===== src/rtl/m68k_intc_if.sv =====
// m68k_intc_if: register bus and 68000 interrupt-acknowledge signals of m68k_intc.
// slave = the interrupt controller, master = CPU bus glue driving registers and IACK cycles.
interface m68k_intc_if;
    logic        reg_cs;
    logic        reg_we;
    logic [2:0]  reg_addr;
    logic [15:0] reg_wdata;
    logic [15:0] reg_rdata;
    logic        intr_cycle_n;
    logic [2:0]  iack_level;
    logic [2:0]  ipl_n;
    logic [7:0]  intr_vector;
    logic        dtack_n;
    logic        vpa_n;
    logic        berr_n;

    modport slave (
        input  reg_cs, reg_we, reg_addr, reg_wdata, intr_cycle_n, iack_level,
        output reg_rdata, ipl_n, intr_vector, dtack_n, vpa_n, berr_n
    );

    modport master (
        output reg_cs, reg_we, reg_addr, reg_wdata, intr_cycle_n, iack_level,
        input  reg_rdata, ipl_n, intr_vector, dtack_n, vpa_n, berr_n
    );
endinterface


===== src/rtl/m68k_intc.sv =====
// m68k_intc: parametrised 68000 interrupt controller (ipl encoding, IACK with DTACK/VPA/BERR).
// Optional INTC_RR_PRIO_EN: per-level rotating priority pointer instead of lowest-index-wins.
module m68k_intc #(
    parameter int         NUM_SRC  = 16,
    parameter logic [7:0] VEC_BASE = 8'h40
) (
    input  logic               clk,
    input  logic               rst,
    input  logic [NUM_SRC-1:0] src_n,
    m68k_intc_if.slave         bus
);
    typedef enum logic [2:0] {
        IDLE, RESOLVE, ACK_VEC, ACK_AVEC, ACK_SPUR, WAIT_END
    } state_t;

    state_t state_reg, state_next;

    logic [NUM_SRC-1:0] src_meta_reg, src_sync_reg, raw_prev_reg, raw;
    logic [NUM_SRC-1:0] ien_reg, edge_reg, pend_reg, avec_reg;
    logic [NUM_SRC-1:0] pend_next, pend_set, pend_clr, act, act_snap_reg;
    logic [2:0]         level_reg [NUM_SRC];
    logic [2:0]         level16 [16];

    logic [2:0]  ipl_n_reg, max_level;
    logic [7:0]  vector_reg;
    logic        dtack_n_reg, vpa_n_reg, berr_n_reg;
    logic [15:0] rdata_reg, rd_word;
    logic        wr, rd, cyc_n;
    logic        found, sel_avec, resolve_hit;
    logic [3:0]  sel_idx;

`ifdef INTC_RR_PRIO_EN
    logic [3:0] rr_ptr_reg [8];
    int         cand;
`endif

    assign wr    = bus.reg_cs & bus.reg_we;
    assign rd    = bus.reg_cs & ~bus.reg_we;
    assign cyc_n = bus.intr_cycle_n;
    assign raw   = ~src_sync_reg;

    // Synchroniser idles high (inactive) so leaving reset never looks like a request edge.
    always_ff @(posedge clk) begin
        if (rst) begin
            src_meta_reg <= '1;
            src_sync_reg <= '1;
            raw_prev_reg <= '0;
        end else begin
            src_meta_reg <= src_n;
            src_sync_reg <= src_meta_reg;
            raw_prev_reg <= raw;
        end
    end

    genvar gi;
    generate
        for (gi = 0; gi < NUM_SRC; gi++) begin : g_src
            assign pend_set[gi]  = raw[gi] & ~raw_prev_reg[gi];
            assign pend_clr[gi]  = (wr && bus.reg_addr == 3'd2 && bus.reg_wdata[gi]) ||
                                   (resolve_hit && sel_idx == 4'(gi));
            assign pend_next[gi] = edge_reg[gi] ? (pend_set[gi] | (pend_reg[gi] & ~pend_clr[gi]))
                                                : raw[gi];
            assign act[gi]       = pend_reg[gi] & ien_reg[gi] & (level_reg[gi] != 3'd0);
        end
        for (gi = 0; gi < 16; gi++) begin : g_lvl16
            if (gi < NUM_SRC) begin : g_real
                assign level16[gi] = level_reg[gi];
            end else begin : g_zero
                assign level16[gi] = 3'd0;
            end
        end
    endgenerate

    always_ff @(posedge clk) begin
        if (rst) begin
            ien_reg  <= '0;
            edge_reg <= '0;
            avec_reg <= '0;
            pend_reg <= '0;
            for (int i = 0; i < NUM_SRC; i++) level_reg[i] <= '0;
        end else begin
            pend_reg <= pend_next;
            if (wr && bus.reg_addr == 3'd0) ien_reg  <= bus.reg_wdata[NUM_SRC-1:0];
            if (wr && bus.reg_addr == 3'd1) edge_reg <= bus.reg_wdata[NUM_SRC-1:0];
            if (wr && bus.reg_addr == 3'd3) avec_reg <= bus.reg_wdata[NUM_SRC-1:0];
            for (int i = 0; i < NUM_SRC; i++)
                if (wr && bus.reg_addr[2] && bus.reg_addr[1:0] == 2'(i / 4))
                    level_reg[i] <= bus.reg_wdata[(i % 4) * 4 +: 3];
        end
    end

    always_comb begin
        rd_word = '0;
        case (bus.reg_addr)
            3'd0:    rd_word[NUM_SRC-1:0] = ien_reg;
            3'd1:    rd_word[NUM_SRC-1:0] = edge_reg;
            3'd2:    rd_word[NUM_SRC-1:0] = pend_reg;
            3'd3:    rd_word[NUM_SRC-1:0] = avec_reg;
            default: for (int k = 0; k < 4; k++)
                         rd_word[k * 4 +: 3] = level16[{bus.reg_addr[1:0], 2'(k)}];
        endcase
    end

    always_comb begin
        max_level = '0;
        for (int i = 0; i < NUM_SRC; i++)
            if (act[i] && level_reg[i] > max_level) max_level = level_reg[i];
    end

    // Selection runs on the request snapshot taken when the IACK started; the loops scan
    // from the far end so the last hit written is the highest-priority candidate.
    always_comb begin
        found    = 1'b0;
        sel_idx  = '0;
        sel_avec = 1'b0;
`ifdef INTC_RR_PRIO_EN
        cand = 0;
        for (int off = NUM_SRC - 1; off >= 0; off--) begin
            cand = (int'(rr_ptr_reg[bus.iack_level]) + off) % NUM_SRC;
            if (act_snap_reg[cand] && level_reg[cand] == bus.iack_level) begin
                found    = 1'b1;
                sel_idx  = 4'(cand);
                sel_avec = avec_reg[cand];
            end
        end
`else
        for (int i = NUM_SRC - 1; i >= 0; i--) begin
            if (act_snap_reg[i] && level_reg[i] == bus.iack_level) begin
                found    = 1'b1;
                sel_idx  = 4'(i);
                sel_avec = avec_reg[i];
            end
        end
`endif
    end

    assign resolve_hit = (state_reg == RESOLVE) && !cyc_n && found;

`ifdef INTC_RR_PRIO_EN
    always_ff @(posedge clk) begin
        if (rst) begin
            for (int l = 0; l < 8; l++) rr_ptr_reg[l] <= '0;
        end else if (resolve_hit) begin
            rr_ptr_reg[bus.iack_level] <= (sel_idx == 4'(NUM_SRC - 1)) ? 4'd0 : sel_idx + 4'd1;
        end
    end
`endif

    always_comb begin
        state_next = state_reg;
        case (state_reg)
            IDLE:     if (!cyc_n) state_next = RESOLVE;
            RESOLVE: begin
                if (cyc_n)         state_next = WAIT_END;
                else if (!found)   state_next = ACK_SPUR;
                else if (sel_avec) state_next = ACK_AVEC;
                else               state_next = ACK_VEC;
            end
            ACK_VEC, ACK_AVEC, ACK_SPUR: if (cyc_n) state_next = WAIT_END;
            WAIT_END: state_next = IDLE;
            default:  state_next = IDLE;
        endcase
    end

    // Strobes are registered from the next state so they come straight off flops.
    always_ff @(posedge clk) begin
        if (rst) begin
            state_reg    <= IDLE;
            dtack_n_reg  <= 1'b1;
            vpa_n_reg    <= 1'b1;
            berr_n_reg   <= 1'b1;
            vector_reg   <= '0;
            ipl_n_reg    <= 3'b111;
            rdata_reg    <= '0;
            act_snap_reg <= '0;
        end else begin
            state_reg   <= state_next;
            dtack_n_reg <= (state_next != ACK_VEC);
            vpa_n_reg   <= (state_next != ACK_AVEC);
            berr_n_reg  <= (state_next != ACK_SPUR);
            ipl_n_reg   <= ~max_level;
            if (rd) rdata_reg <= rd_word;
            if (state_reg == IDLE && !cyc_n) act_snap_reg <= act;
            if (state_reg == RESOLVE && !cyc_n)
                vector_reg <= (found && !sel_avec) ? VEC_BASE + 8'(sel_idx) : 8'h00;
        end
    end

    assign bus.reg_rdata   = rdata_reg;
    assign bus.ipl_n       = ipl_n_reg;
    assign bus.intr_vector = vector_reg;
    assign bus.dtack_n     = dtack_n_reg;
    assign bus.vpa_n       = vpa_n_reg;
    assign bus.berr_n      = berr_n_reg;
endmodule

===== src/flat_wrapper.sv =====
// flat-port wrapper written by rule: the top's interface ports become plain ports
module m68k_intc_flat 
#(
    parameter int         NUM_SRC  = 16,
    parameter logic [7:0] VEC_BASE = 8'h40
)
  (clk, rst, src_n, bus_reg_cs, bus_reg_we, bus_reg_addr, bus_reg_wdata, bus_intr_cycle_n, bus_iack_level, bus_reg_rdata, bus_ipl_n, bus_intr_vector, bus_dtack_n, bus_vpa_n, bus_berr_n);
  m68k_intc_if bus_i ();
  input  logic clk;
  input  logic rst;
  input  logic [NUM_SRC-1:0] src_n;
  input wire logic [$bits(bus_i.reg_cs)-1:0] bus_reg_cs;
  input wire logic [$bits(bus_i.reg_we)-1:0] bus_reg_we;
  input wire logic [$bits(bus_i.reg_addr)-1:0] bus_reg_addr;
  input wire logic [$bits(bus_i.reg_wdata)-1:0] bus_reg_wdata;
  input wire logic [$bits(bus_i.intr_cycle_n)-1:0] bus_intr_cycle_n;
  input wire logic [$bits(bus_i.iack_level)-1:0] bus_iack_level;
  output wire logic [$bits(bus_i.reg_rdata)-1:0] bus_reg_rdata;
  output wire logic [$bits(bus_i.ipl_n)-1:0] bus_ipl_n;
  output wire logic [$bits(bus_i.intr_vector)-1:0] bus_intr_vector;
  output wire logic [$bits(bus_i.dtack_n)-1:0] bus_dtack_n;
  output wire logic [$bits(bus_i.vpa_n)-1:0] bus_vpa_n;
  output wire logic [$bits(bus_i.berr_n)-1:0] bus_berr_n;
  assign bus_i.reg_cs = bus_reg_cs;
  assign bus_i.reg_we = bus_reg_we;
  assign bus_i.reg_addr = bus_reg_addr;
  assign bus_i.reg_wdata = bus_reg_wdata;
  assign bus_i.intr_cycle_n = bus_intr_cycle_n;
  assign bus_i.iack_level = bus_iack_level;
  assign bus_reg_rdata = bus_i.reg_rdata;
  assign bus_ipl_n = bus_i.ipl_n;
  assign bus_intr_vector = bus_i.intr_vector;
  assign bus_dtack_n = bus_i.dtack_n;
  assign bus_vpa_n = bus_i.vpa_n;
  assign bus_berr_n = bus_i.berr_n;
  m68k_intc #(.NUM_SRC(NUM_SRC), .VEC_BASE(VEC_BASE)) u_core (.clk(clk), .rst(rst), .src_n(src_n), .bus(bus_i));
endmodule

===== config.mk =====
export PLATFORM = sky130hd
export DESIGN_NAME = m68k_intc_flat
export DESIGN_NICKNAME = d
export VERILOG_FILES = /design/src/rtl/m68k_intc_if.sv /design/src/rtl/m68k_intc.sv /design/src/flat_wrapper.sv
export SDC_FILE = /design/constraint.sdc
export NUM_CORES = 1
export LEC_CHECK = 0
export ABC_AREA = 1
export CORE_MARGIN = 2
export CORE_UTILIZATION = 30
export CTS_BUF_LIST = sky130_fd_sc_hd__clkbuf_4 sky130_fd_sc_hd__clkbuf_8 sky130_fd_sc_hd__clkbuf_16
export CTS_CLUSTER_DIAMETER = 30
export DETAILED_ROUTE_END_ITERATION = 8
export GPL_TIMING_DRIVEN = 0
export PLACE_DENSITY_LB_ADDON = 0.05
export SYNTH_ARGS = -nofsm -noshare
export SYNTH_HDL_FRONTEND = slang
export SYNTH_SLANG_ARGS = --single-unit

===== constraint.sdc =====
create_clock -name clk -period 26.4 [get_ports clk]
set_input_delay 6.6 -clock clk [delete_from_list [all_inputs] [get_ports clk]]
set_output_delay 6.6 -clock clk [all_outputs]
set_load 0.02 [all_outputs]

==> results of run 1 <==
## worst paths after layout
path | from | end | slack [ps] | depth (start not counted)
setup / recovery | u_core.pend_reg[0] | u_core.bus.ipl_n[2] | 9530 | 103
hold reg to reg | u_core.src_sync_reg[10] | u_core.raw_prev_reg[10] | 390 | 1
hold / removal | u_core.src_sync_reg[10] | u_core.raw_prev_reg[10] | 390 | 1
setup reg to reg | u_core.pend_reg[0] | u_core.bus.ipl_n[2] | 9530 | 103
## metrics by stage
| stage | util, % | setup WS [ps] | instances | power, W |
|---|---|---|---|---|
| floorplan | - | 10930 | 1333 | 0.0004141 |
| global placement | 34.25 | 9414 | 1849 | 0.0004602 |
| detailed placement | 34.31 | 9381 | 1851 | 0.0004604 |
| CTS | 40.15 | 9337 | 1950 | 0.001168 |
| global route | 40.15 | 7564 | 1950 | 0.001200 |
| finish | 40.15 | 9527 | 1950 | 0.001159 |
## metal layers
layer / up-vias / global-route usage, % / wire [microns]
li1: 4800 / - / -
met1: 4467 / 28.16 / 17190
met2: 297 / 35.36 / 17760
met3: 83 / 4.022 / 2391
met4: 0 / 8.497 / 1362
met5: - / 0 / 0
## worst max-delay path: cells and delay by family, from the launching register on
family                     cells  cell delay (ps)
DFF                            1              380
and+or+nand+nor               52             6410
adders and majority gates     15             4330
buffers and inverters          9              640
AOI/OAI and AO/OA             27             4910
## layout by cell type, fill, tap and decap left out, types with 32 or more instances in the layout
cell             instances
nand2_1                188
inv_1                  161
dfxtp_1                158
o21ai_0                144
nor2_1                 139
a21oi_1                104
clkdlybuf4s50_1         68
clkbuf_16               56
clkbuf_1                50
edfxtp_1                48
or2_2                   43
nand3_1                 41
o22ai_1                 38
nand2_2                 32
## final cells by class
| type | instances | area (sq um) | share of cell area, % |
|---|---|---|---|
| clock inverters | 26 | 390.4 | 2.885 |
| plain buffers | 53 | 210.2 | 1.553 |
| clock buffers | 73 | 1579 | 11.67 |
| inverters | 166 | 623.1 | 4.605 |
| flip-flops and latches | 206 | 4604 | 34.03 |
| repair buffers | 70 | 699.4 | 5.169 |
| multi-input cells | 908 | 4865 | 35.95 |
| well taps | 448 | 560.5 | 4.142 |
## report_power, final
| group | leakage [nW] | switching (W) | internal (W) |
|---|---|---|---|
| Clock | 0.980 | 0.000193 | 0.000510 |
| Sequential | 1.75 | 0.0000119 | 0.000341 |
| Combinational | 2.73 | 0.0000698 | 0.0000330 |
## cell families (layout without fill, tap and decap cells)
group | count (synthesis) | count (layout) | share of synthesized area, %
flip-flops | 206 | 206 | 44.73
XOR/XNOR | 16 | 16 | 1.361
adder cells (fa/ha/maj) | 21 | 21 | 2.552
AND/OR/NAND/NOR | 485 | 485 | 21.55
AO/OA/AOI/OAI | 383 | 383 | 21.68
buffers and inverters | 219 | 388 | 8.094
other | 1 | 3 | 0.03643
==> results_dict.tcl, run 1 <==
set metrics [dict create \
    cpPeakStageDelay_ps 380 \
    start_util_pct 30.55 \
    post_cts_resized 0 \
    die_h_microns 189.2 \
    clk_pin_slew_ps 40 \
    drive_gt1_share_pct 13.45 \
    ant_nets 0 \
    ys_warn_count 0 \
    avgSynthCellArea_sq_um 7.735 \
    hold_violations 0 \
    critPathKind "flip-flop to flip-flop" \
    clockBufferDepth 3 \
    cts_sinks 206 \
    hpwlAfterDp_mm 30.78 \
    wl_per_cell_microns 19.85 \
    cts-hold-fix-buffers 0 \
    cts.htree.levels 2 \
    antenna_found_initial 0 \
    fin_nets 1522 \
    critPathRequiredTime_ps 26780 \
    worstSetupStartpointType "flip-flop" \
    insertedDiodeCount 0 \
    wirelength_mm 38.70 \
    post_cts_buffers 0 \
    hp-class "flip-flop to flip-flop" \
    area_delta_synth_final_pct 31.44 \
    cts_buffers 53 \
    cpMostUsedCell "nand2_2" \
    core_sq_um 33700 \
    io_pins 73 \
    syn_area_sq_um 10290 \
    endpoint_kind "flip-flop" \
    fill_cells 3546 \
    first_pass_iters 5 \
    power.density_nw_per_um2 85.62 \
    worst-path-max-fanout 5 \
    synth_edf_count 48 \
    rsz0062_at_grt "no" \
    grt_pass1_wl_mm 57.50 \
    clk-insertion-delay-late_ps 550 \
    ys_top_cells_by_area "dfxtp_1, edfxtp_1, o21ai_0" \
    netlist_top_cells_count "nand2_1, inv_1, dfxtp_1, o21ai_0, nor2_1" \
    fin_crit_ps 16870 \
    drc 0 \
    fin_setup_tns_ps 0 \
    async_flop_share_pct 0 \
    fin_area_sq_um 13530 \
    cts_tree "yes" \
    finClkSkew_ps 11.64 \
    synth_top_area_cell "dfxtp_1" \
    peakVddDrop_v 0.00006974 \
    num_vias 9647 \
    synth.distinct_cells 45 \
    placed_area_sq_um 11560 \
    fp.dieW_microns 189.2 \
    ys_seq_area_share_pct 44.73 \
    p_leak_nw 5.464 \
    grt_max_degree 14 \
    synth.most_common_cell "nand2_1" \
    io_buffer_count 68 \
    routed_via_density 4.947 \
    maxClockFrequency_mhz 59.27 \
    first_iter_violations 712 \
    hold_ws_ps 390.0 \
    tightest_slew_ps 921.9 \
    placementRows 67 \
    die-area_sq_um 35810 \
    drv_slew 0 \
    grt_pass1_vias 9392 \
    track_usage_pct 21.60 \
    cap_violations 0 \
    setup_viol_count_final 0 \
    finalCritPeriodShare_pct 63.91 \
    largest_register_ffs 48 \
    outcome "finished, final reports clean" \
    place.gp.congestion 0.9024 \
    grt-ovfl-total 0 \
    relSlewSlack_pct 38.13 \
    root_buffer "clkbuf_16" \
    syn-instance-count 1331 \
    synth_ff_type "dfxtp_1" \
    synth_top_area_share_pct 30.72 \
    cp_slowest_cell "dfxtp_1" \
    arrival_ps 17250 \
    ys_ff_latch 206 \
]
(Power assumes the default switching activity.)
==> inputs of run 2 (changes only) <==
==> constraint.sdc (replaced) <==
create_clock -name clk -period 16 [get_ports clk]
set_input_delay 4 -clock clk [delete_from_list [all_inputs] [get_ports clk]]
set_output_delay 4 -clock clk [all_outputs]
set_load 0.02 [all_outputs]
==> results_dict.tcl, run 2 (synthesis gave the netlist of run 1 again) <==
set metrics [dict create \
    cap_violations 0 \
    finalCritPeriodShare_pct 94.44 \
    clockBufferDepth 3 \
    cts.htree.levels 2 \
    insertedDiodeCount 0 \
    drc 0 \
    grt_max_degree 14 \
    clk-insertion-delay-late_ps 550 \
    layout_common_cells "nand2_1, inv_1, dfxtp_1" \
    hold_depth 1 \
    hold_violations 0 \
    wl_per_cell_microns 19.94 \
    holdPathEnd "u_core.raw_prev_reg[10]" \
    grt_pass1_vias 9464 \
    hp-class "flip-flop to flip-flop" \
    antenna_found_initial 0 \
    largest_register_ffs 48 \
    multi_input_area_sq_um 5341 \
    num_vias 9824 \
    setup_viol_count_final 0 \
    reg2reg_to "u_core.bus.ipl_n[2]" \
    cpPeakStageDelay_ps 380 \
    fin_crit_ps 15110 \
    fin_setup_tns_ps 0 \
    fin_nets 1548 \
    die-area_sq_um 35810 \
    rr_worst_depth 108 \
    cts_tree "yes" \
    placementRows 67 \
    clk_pin_slew_ps 40 \
    p_leak_nw 5.690 \
    place.gp.congestion 0.9024 \
    first_iter_violations 708 \
    maxClockFrequency_mhz 66.18 \
    critPathKind "flip-flop to flip-flop" \
    drv_slew 0 \
    cp_slowest_cell "edfxtp_1" \
    hpwlAfterDp_mm 30.78 \
    place_worst_setup_slack_ps -1019 \
    fp.dieW_microns 189.2 \
    placed_area_sq_um 11560 \
    min_from "u_core.src_sync_reg[10]" \
    critPathRequiredTime_ps 16380 \
    drive_gt1_share_pct 19.57 \
    track_usage_pct 21.72 \
    r2r_start "u_core.level_reg[0][1]" \
    r2r_slack_ps 890 \
    seq_area_sq_um 4609 \
    io_buffer_count 68 \
    cts_sinks 206 \
    grt-ovfl-total 0 \
    peakVddDrop_v 0.0001151 \
    finClkSkew_ps 14.62 \
    worst_slack_ps 889.5 \
    routed_via_density 4.972 \
    worst-path-max-fanout 5 \
    io_pins 73 \
    cpMostUsedCell "nand2_2" \
    core_sq_um 33700 \
    grt_pass1_wl_mm 57.86 \
    wirelength_mm 39.40 \
    tightest_slew_ps 949.6 \
    outcome "finished, final reports clean" \
    cpLargestDelayFamily "simple AND/OR/NAND/NOR gates" \
    crit_buf_inv 10 \
    start_util_pct 30.55 \
    area_delta_synth_final_pct 38.02 \
    root_buffer "clkbuf_16" \
    fill_cells 3495 \
    hold_ws_ps 390.0 \
    die_h_microns 189.2 \
    cts_buffers 53 \
    layout_commonest_cell "nand2_1" \
    power.density_nw_per_um2 135.6 \
    relSlewSlack_pct 36.27 \
    endpoint_kind "flip-flop" \
    first_pass_iters 7 \
    ant_nets 0 \
    worstSetupStartpointType "flip-flop" \
    cts-hold-fix-buffers 0 \
    arrival_ps 15490 \
    fin_area_sq_um 14210 \
]
==> run 2: cell types whose count changed in the layout (fill, tap and decap cells not counted), sizes merged <==
cell	before	now
buf	5	31
==> run 2: cell type report <==
| class | instances | share of cell area [%] |
|---|---|---|
| multi-input cells | 908 | 37.59 |
| flip-flops and latches | 206 | 32.44 |
| clock buffers | 73 | 11.11 |
| repair buffers | 96 | 6.296 |
| inverters | 166 | 4.385 |
| well taps | 448 | 3.945 |
| clock inverters | 26 | 2.747 |
| plain buffers | 53 | 1.479 |
==> run 2: what timing repair did <==
action                                 in CTS  in global routing
cloned                                      0                  0
pin swaps                                  24                 64
endpoints found under the hold margin       0                  0
buffers inserted                           10                 16
setup endpoints to repair                   3                  3
gates resized for setup                    37                 75
==> run 2: worst max path at each step <==
stage / start / depth (start not counted) / slack (ps) / endpoint
detailed placement: u_core.pend_reg[0] / 103 / -1020 / u_core.bus.ipl_n[2]
global route: u_core.level_reg[0][1] / 109 / -60 / u_core.bus.ipl_n[2]
finish: u_core.level_reg[0][1] / 108 / 890 / u_core.bus.ipl_n[2]
global placement: u_core.pend_reg[0] / 102 / -990 / u_core.bus.ipl_n[2]
CTS: u_core.level_reg[0][1] / 113 / 8 / u_core.bus.ipl_n[2]
floorplan: u_core.level_reg[0][2] / 106 / 530 / u_core.bus.ipl_n[2]
==> run 2: metrics by stage <==
stage / cells / util (%) / total power [W]
floorplan: 1333 / - / 0.0006833
global placement: 1849 / 34.25 / 0.0007594
detailed placement: 1851 / 34.31 / 0.0007597
CTS: 1960 / 40.66 / 0.001930
global route: 1976 / 42.16 / 0.001994
finish: 1976 / 42.16 / 0.001927
==> run 2: metal layers <==
layer | vias up | track usage (%) | wire, microns
li1 | 4859 | - | -
met1 | 4591 | 28.33 | 17580
met2 | 294 | 35.71 | 18430
met3 | 80 | 3.892 | 2068
met4 | 0 | 8.408 | 1324
met5 | - | 0 | 0
==> run 2: report_power, final <==
part,switching (W),internal (W),total (W)
Combinational,0.000121,0.0000620,0.000183
Clock,0.000320,0.000841,0.00116
Sequential,0.0000200,0.000562,0.000582
==> inputs of run 3 (changes only) <==
--- a/config.mk
+++ b/config.mk
@@ -12,6 +12,7 @@
 export CTS_CLUSTER_DIAMETER = 30
 export DETAILED_ROUTE_END_ITERATION = 8
 export GPL_TIMING_DRIVEN = 0
+export MAX_ROUTING_LAYER = met4
 export PLACE_DENSITY_LB_ADDON = 0.05
 export SYNTH_ARGS = -nofsm -noshare
 export SYNTH_HDL_FRONTEND = slang
==> constraint.sdc (replaced) <==
create_clock -name clk -period 13.63 [get_ports clk]
set_input_delay 3.4075 -clock clk [delete_from_list [all_inputs] [get_ports clk]]
set_output_delay 3.4075 -clock clk [all_outputs]
set_load 0.02 [all_outputs]
==> results_dict.tcl, run 3 (synthesis gave the netlist of run 1 again) <==
set metrics [dict create \
    fp.dieW_microns 189.2 \
    layout_commonest_cell "nand2_1" \
    cts_sinks 206 \
    largest_register_ffs 48 \
    cts_tree "yes" \
    outcome "finished with violations" \
    ant_nets 0 \
    wl_per_cell_microns 19.79 \
    crit_buf_inv 17 \
    num_vias 10086 \
    io_pins 73 \
    drive_gt1_share_pct 22.14 \
    power.density_nw_per_um2 157.8 \
    met1_usage_pct 29.21 \
    hp-class "flip-flop to flip-flop" \
    fin_nets 1598 \
    place.gp.congestion 0.9257 \
    worst-path-max-fanout 5 \
    antenna_found_initial 0 \
    io_buffer_count 68 \
    cpMostUsedCell "nand2_2" \
    cpPeakStageDelay_ps 340 \
    start_util_pct 30.55 \
    wirelength_mm 40.06 \
    violations "setup timing" \
    track_usage_pct 22.84 \
    layout_common_cells "nand2_1, inv_1, dfxtp_1" \
    arrival_ps 15330 \
    gr-max-usage-layer "met2" \
    first_pass_iters 5 \
    clockBufferDepth 3 \
    insertedDiodeCount 0 \
    drc 0 \
    finClkSkew_ps 13.93 \
    placementRows 67 \
    utilization_pct 43.25 \
    fin_area_sq_um 14580 \
    drv_slew 0 \
    tightest_slew_ps 875.4 \
    peakVddDrop_v 0.00009617 \
    grt_pass1_vias 9840 \
    endpoint_kind "flip-flop" \
    cts-hold-fix-buffers 0 \
    relSlewSlack_pct 41.64 \
    cts.htree.levels 2 \
    area_delta_synth_final_pct 41.59 \
    cpLargestDelayFamily "simple AND/OR/NAND/NOR gates" \
    grt_max_degree 15 \
    root_buffer "clkbuf_16" \
    met2_usage_pct 38.05 \
    setup_viol_count_final 3 \
    cap_violations 0 \
    critPathRequiredTime_ps 14010 \
    p_leak_nw 5.932 \
    worst_slack_ps -1318 \
    first_iter_violations 793 \
    hold_violations 0 \
    critPathKind "flip-flop to flip-flop" \
    grt_pass1_wl_mm 59.76 \
    die_h_microns 189.2 \
    die-area_sq_um 35810 \
    core_sq_um 33700 \
    grt-ovfl-total 0 \
    rsz0062_at_grt "yes" \
    clk-insertion-delay-late_ps 550 \
    finalCritPeriodShare_pct 109.7 \
    routed_via_density 4.983 \
    hpwlAfterDp_mm 30.99 \
    worstSetupStartpointType "flip-flop" \
    placed_area_sq_um 11640 \
    use_met3_pct 2.706 \
    clk_pin_slew_ps 40 \
    cp_slowest_cell "dfxtp_2" \
    cts_buffers 55 \
    maxClockFrequency_mhz 66.90 \
    fill_cells 3474 \
    fin_crit_ps 14950 \
]
## run 3: layout make-up
| class | instances | area, sq um | share of cell area, % |
|---|---|---|---|
| buffer | 53 | 210.2 | 1.442 |
| timing repair buffer | 144 | 1251 | 8.584 |
| sequential | 206 | 4607 | 31.61 |
| multi-input combinational | 908 | 5304 | 36.39 |
| tap | 448 | 560.5 | 3.845 |
| clock inverter | 25 | 416.7 | 2.858 |
| clock buffer | 74 | 1604 | 11.00 |
| inverter | 166 | 623.1 | 4.275 |
## run 3: final timing paths
| check | from | to | slack (ps) | cells after the start |
|---|---|---|---|---|
| setup / recovery | u_core.pend_reg[0] | u_core.bus.ipl_n[2] | -1320 | 115 |
| hold / removal | u_core.src_sync_reg[15] | u_core.raw_prev_reg[15] | 390 | 1 |
| setup reg to reg | u_core.pend_reg[0] | u_core.bus.ipl_n[2] | -1320 | 115 |
| hold reg to reg | u_core.src_sync_reg[15] | u_core.raw_prev_reg[15] | 390 | 1 |
## run 3: where the power goes
part | leakage, nW | switching (W) | total (W) | internal, W
combinational | 3.17 | 0.000144 | 0.000220 | 0.0000756
sequential | 1.75 | 0.0000235 | 0.000684 | 0.000660
clock | 1.01 | 0.000379 | 0.00140 | 0.00102
total | 5.93 | 0.000547 | 0.00230 | 0.00175
## run 3: what timing repair did
action                                  in CTS  in global routing
hold endpoints to repair                     0                  0
setup buffers                               67                  6
endpoints found under the setup margin       3                  3
pin swaps                                   48                 35
gates resized for setup                     40                 35
## run 3: per-layer routing
layer,vias to the layer above,share of wire [%]
li1,4951,-
met1,4789,45
met2,280,48
met3,66,4.8
met4,0,2.3
met5,-,0
## run 3: worst register-to-register path: cells and delay by family (launching register included)
kind / cells / cell delay (ps)
AND/OR/NAND/NOR: 59 / 5910
adder cells (fa/ha/maj): 14 / 3690
AO/OA/AOI/OAI: 25 / 3250
buffers and inverters: 17 / 1600
flip-flops: 1 / 340
## run 3: per-stage QoR
step | setup WS, ps | hold slack (ps) | std cells | setup TNS (ps) | total power [W]
2_1_floorplan | -757.0 | 374.4 | 1333 | -2227 | 0.0008053
3_3_place_gp | -1991 | 383.1 | 1849 | -5866 | 0.0008946
3_5_place_dp | -2074 | 388.5 | 1852 | -6096 | 0.0008958
4_1_cts | -1280 | 396.7 | 2018 | -3803 | 0.002313
5_1_grt | -2407 | 402.7 | 2024 | -7128 | 0.002379
6_report | -1318 | 391.5 | 2024 | -3848 | 0.002301
